**config.mk**
```make
export PLATFORM = sky130hd
export DESIGN_NAME = srambank_arb2
export DESIGN_NICKNAME = d
export VERILOG_FILES = /design/src/rtl/srambank_arb2.sv
export SDC_FILE = /design/constraint.sdc
export NUM_CORES = 1
export LEC_CHECK = 0
export ABC_CLOCK_PERIOD_IN_PS = 10900
export BUFFER_PORTS_ARGS = -buffer_cell sky130_fd_sc_hd__buf_4
export CORE_AREA = 2 2 201 203
export CTS_BUF_LIST = sky130_fd_sc_hd__clkbuf_2
export DETAILED_ROUTE_END_ITERATION = 8
export DIE_AREA = 0 0 203 205
export SETUP_SLACK_MARGIN = 0.2
export SYNTH_ARGS = -nofsm -noshare
export SYNTH_HDL_FRONTEND = slang
export SYNTH_SLANG_ARGS = --single-unit
export TNS_END_PERCENT = 20
```
**constraint.sdc**
```tcl
create_clock -name clk -period 10.9 [get_ports clk]
set_clock_uncertainty 0.05 [all_clocks]
set_input_delay 1.09 -clock clk [delete_from_list [all_inputs] [get_ports clk]]
set_output_delay 1.09 -clock clk [all_outputs]
set_load 0.03 [all_outputs]
```
**src/rtl/srambank_arb2.sv**
```systemverilog
// Round-robin 2-port sequencer for one 1024x80 sync SRAM bank; read data returns 1 (RSP_REG=0) or 2 (RSP_REG=1) cycles after grant.
// Requests are held off by deasserting req_ready; responses have no backpressure.
module srambank_arb2 #(
  parameter int AW      = 10,
  parameter int DW      = 80,
  parameter bit RSP_REG = 1'b0
) (
  input  logic          clk,
  input  logic          reset,

  input  logic          p0_req_valid,
  output logic          p0_req_ready,
  input  logic          p0_req_write,
  input  logic [AW-1:0] p0_req_addr,
  input  logic [DW-1:0] p0_req_wdata,
  output logic          p0_rsp_valid,
  output logic [DW-1:0] p0_rsp_data,

  input  logic          p1_req_valid,
  output logic          p1_req_ready,
  input  logic          p1_req_write,
  input  logic [AW-1:0] p1_req_addr,
  input  logic [DW-1:0] p1_req_wdata,
  output logic          p1_rsp_valid,
  output logic [DW-1:0] p1_rsp_data,

  output logic [AW-1:0] ADDRESS,
  output logic [DW-1:0] wd,
  output logic          banksel,
  output logic          read,
  output logic          write,
  input  logic [DW-1:0] dataout
);

  logic          prio_q;
  logic          gnt0;
  logic          gnt1;
  logic          gnt_any;
  logic          gnt_write;
  logic [AW-1:0] addr_q;
  logic [DW-1:0] wd_q;
  logic          tag_vld_q;
  logic          tag_port_q;

  always_comb begin
    gnt0 = 1'b0;
    gnt1 = 1'b0;
    if (!reset) begin
      gnt0 = p0_req_valid & (~p1_req_valid | ~prio_q);
      gnt1 = p1_req_valid & (~p0_req_valid |  prio_q);
    end
  end

  assign gnt_any      = gnt0 | gnt1;
  assign gnt_write    = gnt0 ? p0_req_write : p1_req_write;
  assign p0_req_ready = gnt0;
  assign p1_req_ready = gnt1;

  assign banksel = gnt_any;
  assign read    = gnt_any & ~gnt_write;
  assign write   = gnt_any &  gnt_write;

  // Idle cycles replay the last granted address/data so the bank inputs stay quiet.
  assign ADDRESS = gnt0 ? p0_req_addr  : (gnt1 ? p1_req_addr  : addr_q);
  assign wd      = gnt0 ? p0_req_wdata : (gnt1 ? p1_req_wdata : wd_q);

  always_ff @(posedge clk) begin
    if (gnt_any) begin
      addr_q <= ADDRESS;
      wd_q   <= wd;
    end
  end

  always_ff @(posedge clk) begin
    if (reset) begin
      prio_q     <= 1'b0;
      tag_vld_q  <= 1'b0;
      tag_port_q <= 1'b0;
    end else begin
      if (gnt_any) prio_q <= gnt0;
      tag_vld_q  <= gnt_any & ~gnt_write;
      tag_port_q <= gnt1;
    end
  end

  generate
    if (RSP_REG) begin : g_rsp_reg
      logic          rsp_vld0_q;
      logic          rsp_vld1_q;
      logic [DW-1:0] rsp_data_q;

      always_ff @(posedge clk) begin
        if (reset) begin
          rsp_vld0_q <= 1'b0;
          rsp_vld1_q <= 1'b0;
          rsp_data_q <= '0;
        end else begin
          rsp_vld0_q <= tag_vld_q & ~tag_port_q;
          rsp_vld1_q <= tag_vld_q &  tag_port_q;
          if (tag_vld_q) rsp_data_q <= dataout;
        end
      end

      assign p0_rsp_valid = rsp_vld0_q & ~reset;
      assign p1_rsp_valid = rsp_vld1_q & ~reset;
      assign p0_rsp_data  = rsp_data_q;
      assign p1_rsp_data  = rsp_data_q;
    end else begin : g_rsp_direct
      // Reset also masks a tag registered on the edge just before it took effect.
      assign p0_rsp_valid = tag_vld_q & ~tag_port_q & ~reset;
      assign p1_rsp_valid = tag_vld_q &  tag_port_q & ~reset;
      assign p0_rsp_data  = dataout;
      assign p1_rsp_data  = dataout;
    end
  endgenerate

  a_rd_wr_excl: assert property (@(posedge clk) disable iff (reset) !(read && write));
  a_one_gnt:    assert property (@(posedge clk) disable iff (reset) !(gnt0 && gnt1));

endmodule
```
[Yosys cells after proc, flatten, opt, wreduce, memory -nomap -nowiden]
Cells that the tools add are included.
Storage, ports and cells
  input bits: 266
  word-level logic and storage cells: 29
  bits in registers: 93
  output and inout bits: 257
Cells by class
  muxes and demuxes: 7
  bitwise operators: 17
Operators by type and width (count)
  $mux W80: 2
  $mux W10: 2
  $and A1 B1 Y1: 8
  $not A1 Y1: 6
  $mux W1: 3
  $or A1 B1 Y1: 3

[Longest topological paths before layout]
  word-level depth: 7
  mapped depth: 6

[Worst setup path before layout]
No wires, ideal clock.
  kind: input to output
  from: in p1_req_valid
  to: out write
  arrival time: 4.943 ns
  slack: 4.817 ns
  cell stages on the path: 6
  buffers on the path: 3
  path through: buf_6 > buf_4 > buf_4 > nor2_1 > nor2_2 > a21boi_0
Between the ends
  cells in the longest elaborated chain, start to end: 6
  elaborated cells between the ends (all ways): 9
  classes of those cells: mux: 3; bitwise: 6
Ends and longest elaborated chain
  start, declared: line 19  | input logic p1_req_valid,
  $not A1 Y1: line 49  | gnt0 = p0_req_valid & (~p1_req_valid | ~prio_q);
  $or A1 B1 Y1: line 49
  $and A1 B1 Y1: line 49
  $mux W1: line 48  | if (!reset) begin
  $or A1 B1 Y1 (*): line 54  | assign gnt_any = gnt0 | gnt1;
  net banksel: line 29  | output logic banksel,
  $and A1 B1 Y1 (*): line 61  | assign write = gnt_any & gnt_write;
  end, declared: line 31  | output logic write,
Mark *: on every way through the listed nets, which the timed path passes. The rest lies on a longest branch.

[Final worst setup path]
  from: in p1_req_valid
  to: out wd[42]
Between the ends
  cells in the longest elaborated chain, start to end: 5
  elaborated cells between the ends (all ways): 8
  classes of those cells: mux: 4; bitwise: 4
Ends and longest elaborated chain
  $not A1 Y1: line 49
  $or A1 B1 Y1: line 49
  $and A1 B1 Y1: line 49
  $mux W1: line 48
  $mux W80 (*): line 65  | assign wd = gnt0 ? p0_req_wdata : (gnt1 ? p1_req_wdata : wd_q);
  end, declared: line 28  | output logic [DW-1:0] wd,
Mark *: on every way between the ends. The rest lies on a longest branch, timed or not.

==> results.cfg <==
[logic_synthesis]
synthesis.area_mm2 = 0.00752
async_reset_ff_share_pct = 0
ys.flop_type = edfxtp_1
yosysTopAreaCell = edfxtp_1
synth_common_cells = nor2_1 (183), buf_4 (170), a21oi_1 (90), edfxtp_1 (90), a2bb2oi_1 (89)
synth_most_common_cell = nor2_1
synth_cell_types = 24
synth_nets = 1059
synth-seq-cells = 93
synth_edf_count = 90
synth.yosys.warnings = 0
avgSynthCellArea_um2 = 9.48
synthTopCellsByArea = edfxtp_1 (36%), buf_4 (17%), a2bb2oi_1 (10%)
yosysTopAreaCellShare_pct = 35.9
seq_area_frac_synth_pct = 36.7
synth_cells = 793

[power]
p_per_area_mw_per_mm2 = 117
clock_power_share_pct = 17.9
power.leakage_nw = 3.44
p_sw_w = 0.000391
combPwrFrac_pct = 38.7
vdd_drop_max_mv = 0.0496
total_power_w = 0.00103
p_int_w = 0.000639
switching_share_pct = 38.0
pwr-share-seq_pct = 43.4

[worst_setup_path]
path_max_fanout = 87
criticalPathCategory = primary input to output pin
cp-startpoint = p1_req_valid
worstReg2RegEnd = wd_q[35]
critical_path_arrival_ps = 3390
r2r_slack_ps = 8720
r2r_start = prio_q
critPathRequiredTime_ps = 9760
crit_path_start_kind = primary input
reg2reg_depth = 4
crit_path_end_kind = output pin

[clock_tree]
clockBufferDepth = 2
cts_made_buffers = 9
clk_latency_ps = 660
htreeDepth = 3
cts_tree = yes
cts_resized = 0
root_buffer = clkbuf_2
clk_pin_slew_ps = 250
clock_sinks = 93
ctsHoldBuffers = 0
cts_setup_buffers = 0

[sta]
finalWorstSetupSlack_ps = 6370
slew_headroom_pct = 23.4
timing.final.crit_share_pct = 41.6
setup_tns_ps = 0
report.final.slew_viol_count = 0
rsz0062_at_grt = false
setup_viol = 0
hold_viol = 0
worstMarginPinSlew_ps = 1150
fin_hold_ws_ps = 534
fmax_mhz = 221
fin_crit_ps = 4530

[hold_path]
min-delay-start = prio_q
whs_endpoint = prio_q
hold_path.class = flop to flop
hold_depth = 2

[flow_run]
drv_cap = 0

[cells_and_area]
drive_above_1_share_pct = 43.3
fin_nets = 1130
syn2layout_area_growth_pct = 16.7
finish.utilization_pct = 22.3

[global_routing]
grt_pass1_vias = 6333
grt_antenna_before_repair = 2
overflow = 0
grtUsageTotal_pct = 12.4
grt_pass1_wl_um = 39200
grt_max_degree = 101

[floorplan]
num_rows = 73
start_util_pct = 19.1
ios = 523
chipHeight_um = 205
dieArea_mm2 = 0.0416
die_x_um = 203
core_mm2 = 0.0394

[place]
gp_congestion = 0.728
dp_hpwl_um = 18900
pre_cts_ws_ps = 6380
portBuffers = 282

[drt]
drt_iter0_markers = 328
avgViaCountPerCell = 4.64
vias = 6484
routedWlPerCell_um = 19.6
drt-total-wl_um = 27300
drcViolationCount = 0
first_pass_iters = 4
postRouteAntennaNets = 0

[run_status]
status = complete, no violations
==> power groups by stage <==
| stage | Sequential, W | Combinational [W] | Clock, W |
|---|---|---|---|
| 5_1_grt | 0.000450 | 0.000425 | 0.000209 |
| 6_report | 0.000447 | 0.000399 | 0.000184 |
| 2_1_floorplan | 0.000451 | 0.000363 | 0 |
| 4_1_cts | 0.000446 | 0.000402 | 0.000199 |
| 3_5_place_dp | 0.000454 | 0.000400 | 0 |
| 3_3_place_gp | 0.000453 | 0.000398 | 0 |
==> metrics by stage <==
| step | instance area [um^2] | cells |
|---|---|---|
| global placement | 8670 | 1378 |
| CTS | 8770 | 1394 |
| finish | 8780 | 1396 |
| floorplan | 7520 | 793 |
| detailed placement | 8670 | 1378 |
| global route | 8780 | 1396 |
==> worst max-delay path by stage <==
stage | end | slack, ps | cells after the start
after global routing | wd[42] | 6230 | 6
after global placement | wd[44] | 6380 | 6
after CTS | wd[44] | 6370 | 6
final | wd[42] | 6370 | 6
after floorplan | write | 4820 | 6
after detailed placement | wd[42] | 6380 | 6
==> flip-flops by register name (all words and copies together), names as in the netlist <==
name,cells
addr_q,10
prio_q,1
tag_port_q,1
tag_vld_q,1
wd_q,80
==> placed cells by master, fill, tap and decap left out, types with 2 or more instances in the layout <==
master | synthesis | layout
and3_1 | 3 | 3
diode_2 | 0 | 2
o221a_2 | 64 | 64
clkbuf_2 | 0 | 9
nor2_1 | 183 | 183
clkinv_2 | 0 | 2
a21oi_1 | 90 | 90
o221a_1 | 26 | 26
buf_4 | 170 | 289
inv_6 | 0 | 3
inv_1 | 3 | 2
edfxtp_1 | 90 | 90
dfxtp_1 | 3 | 3
o211a_1 | 2 | 2
a2bb2oi_1 | 89 | 89
clkinv_4 | 0 | 2
==> worst max-delay path, cell delays in order <==
cell and delay (ps):
buf_6 440, a21oi_2 170, nand2_4 390, buf_4 630
o221a_1 330, buf_4 190
==> per-layer routing <==
layer / share of wire [%] / vias to the layer above / global-route usage (%)
met5: 0.033 / - / 0.238
met4: 5.4 / 2 / 7.87
met3: 8.3 / 102 / 3.96
met2: 45 / 351 / 18.6
met1: 42 / 3065 / 15.3
li1: - / 2964 / -
==> cell families (layout without fill, tap and decap cells) <==
logic type | after synthesis | in the layout | share of synthesized area, %
and+or+nand+nor | 191 | 191 | 9.90
DFF | 93 | 93 | 36.7
other | 0 | 2 | 0
buffers and inverters | 233 | 309 | 22.7
AOI/OAI and AO/OA | 276 | 276 | 30.7
==> cell type report <==
class / instances / area (um^2)
Fill cell: 4271 / 30600
Multi-Input combinational cell: 467 / 3060
Sequential cell: 93 / 2760
Timing Repair Buffer: 290 / 2180
Tap cell: 525 / 657
Clock inverter: 7 / 56.3
Clock buffer: 9 / 45.0
Inverter: 3 / 12.5
Antenna cell: 2 / 5.00
Power figures use the tool's default switching activity.
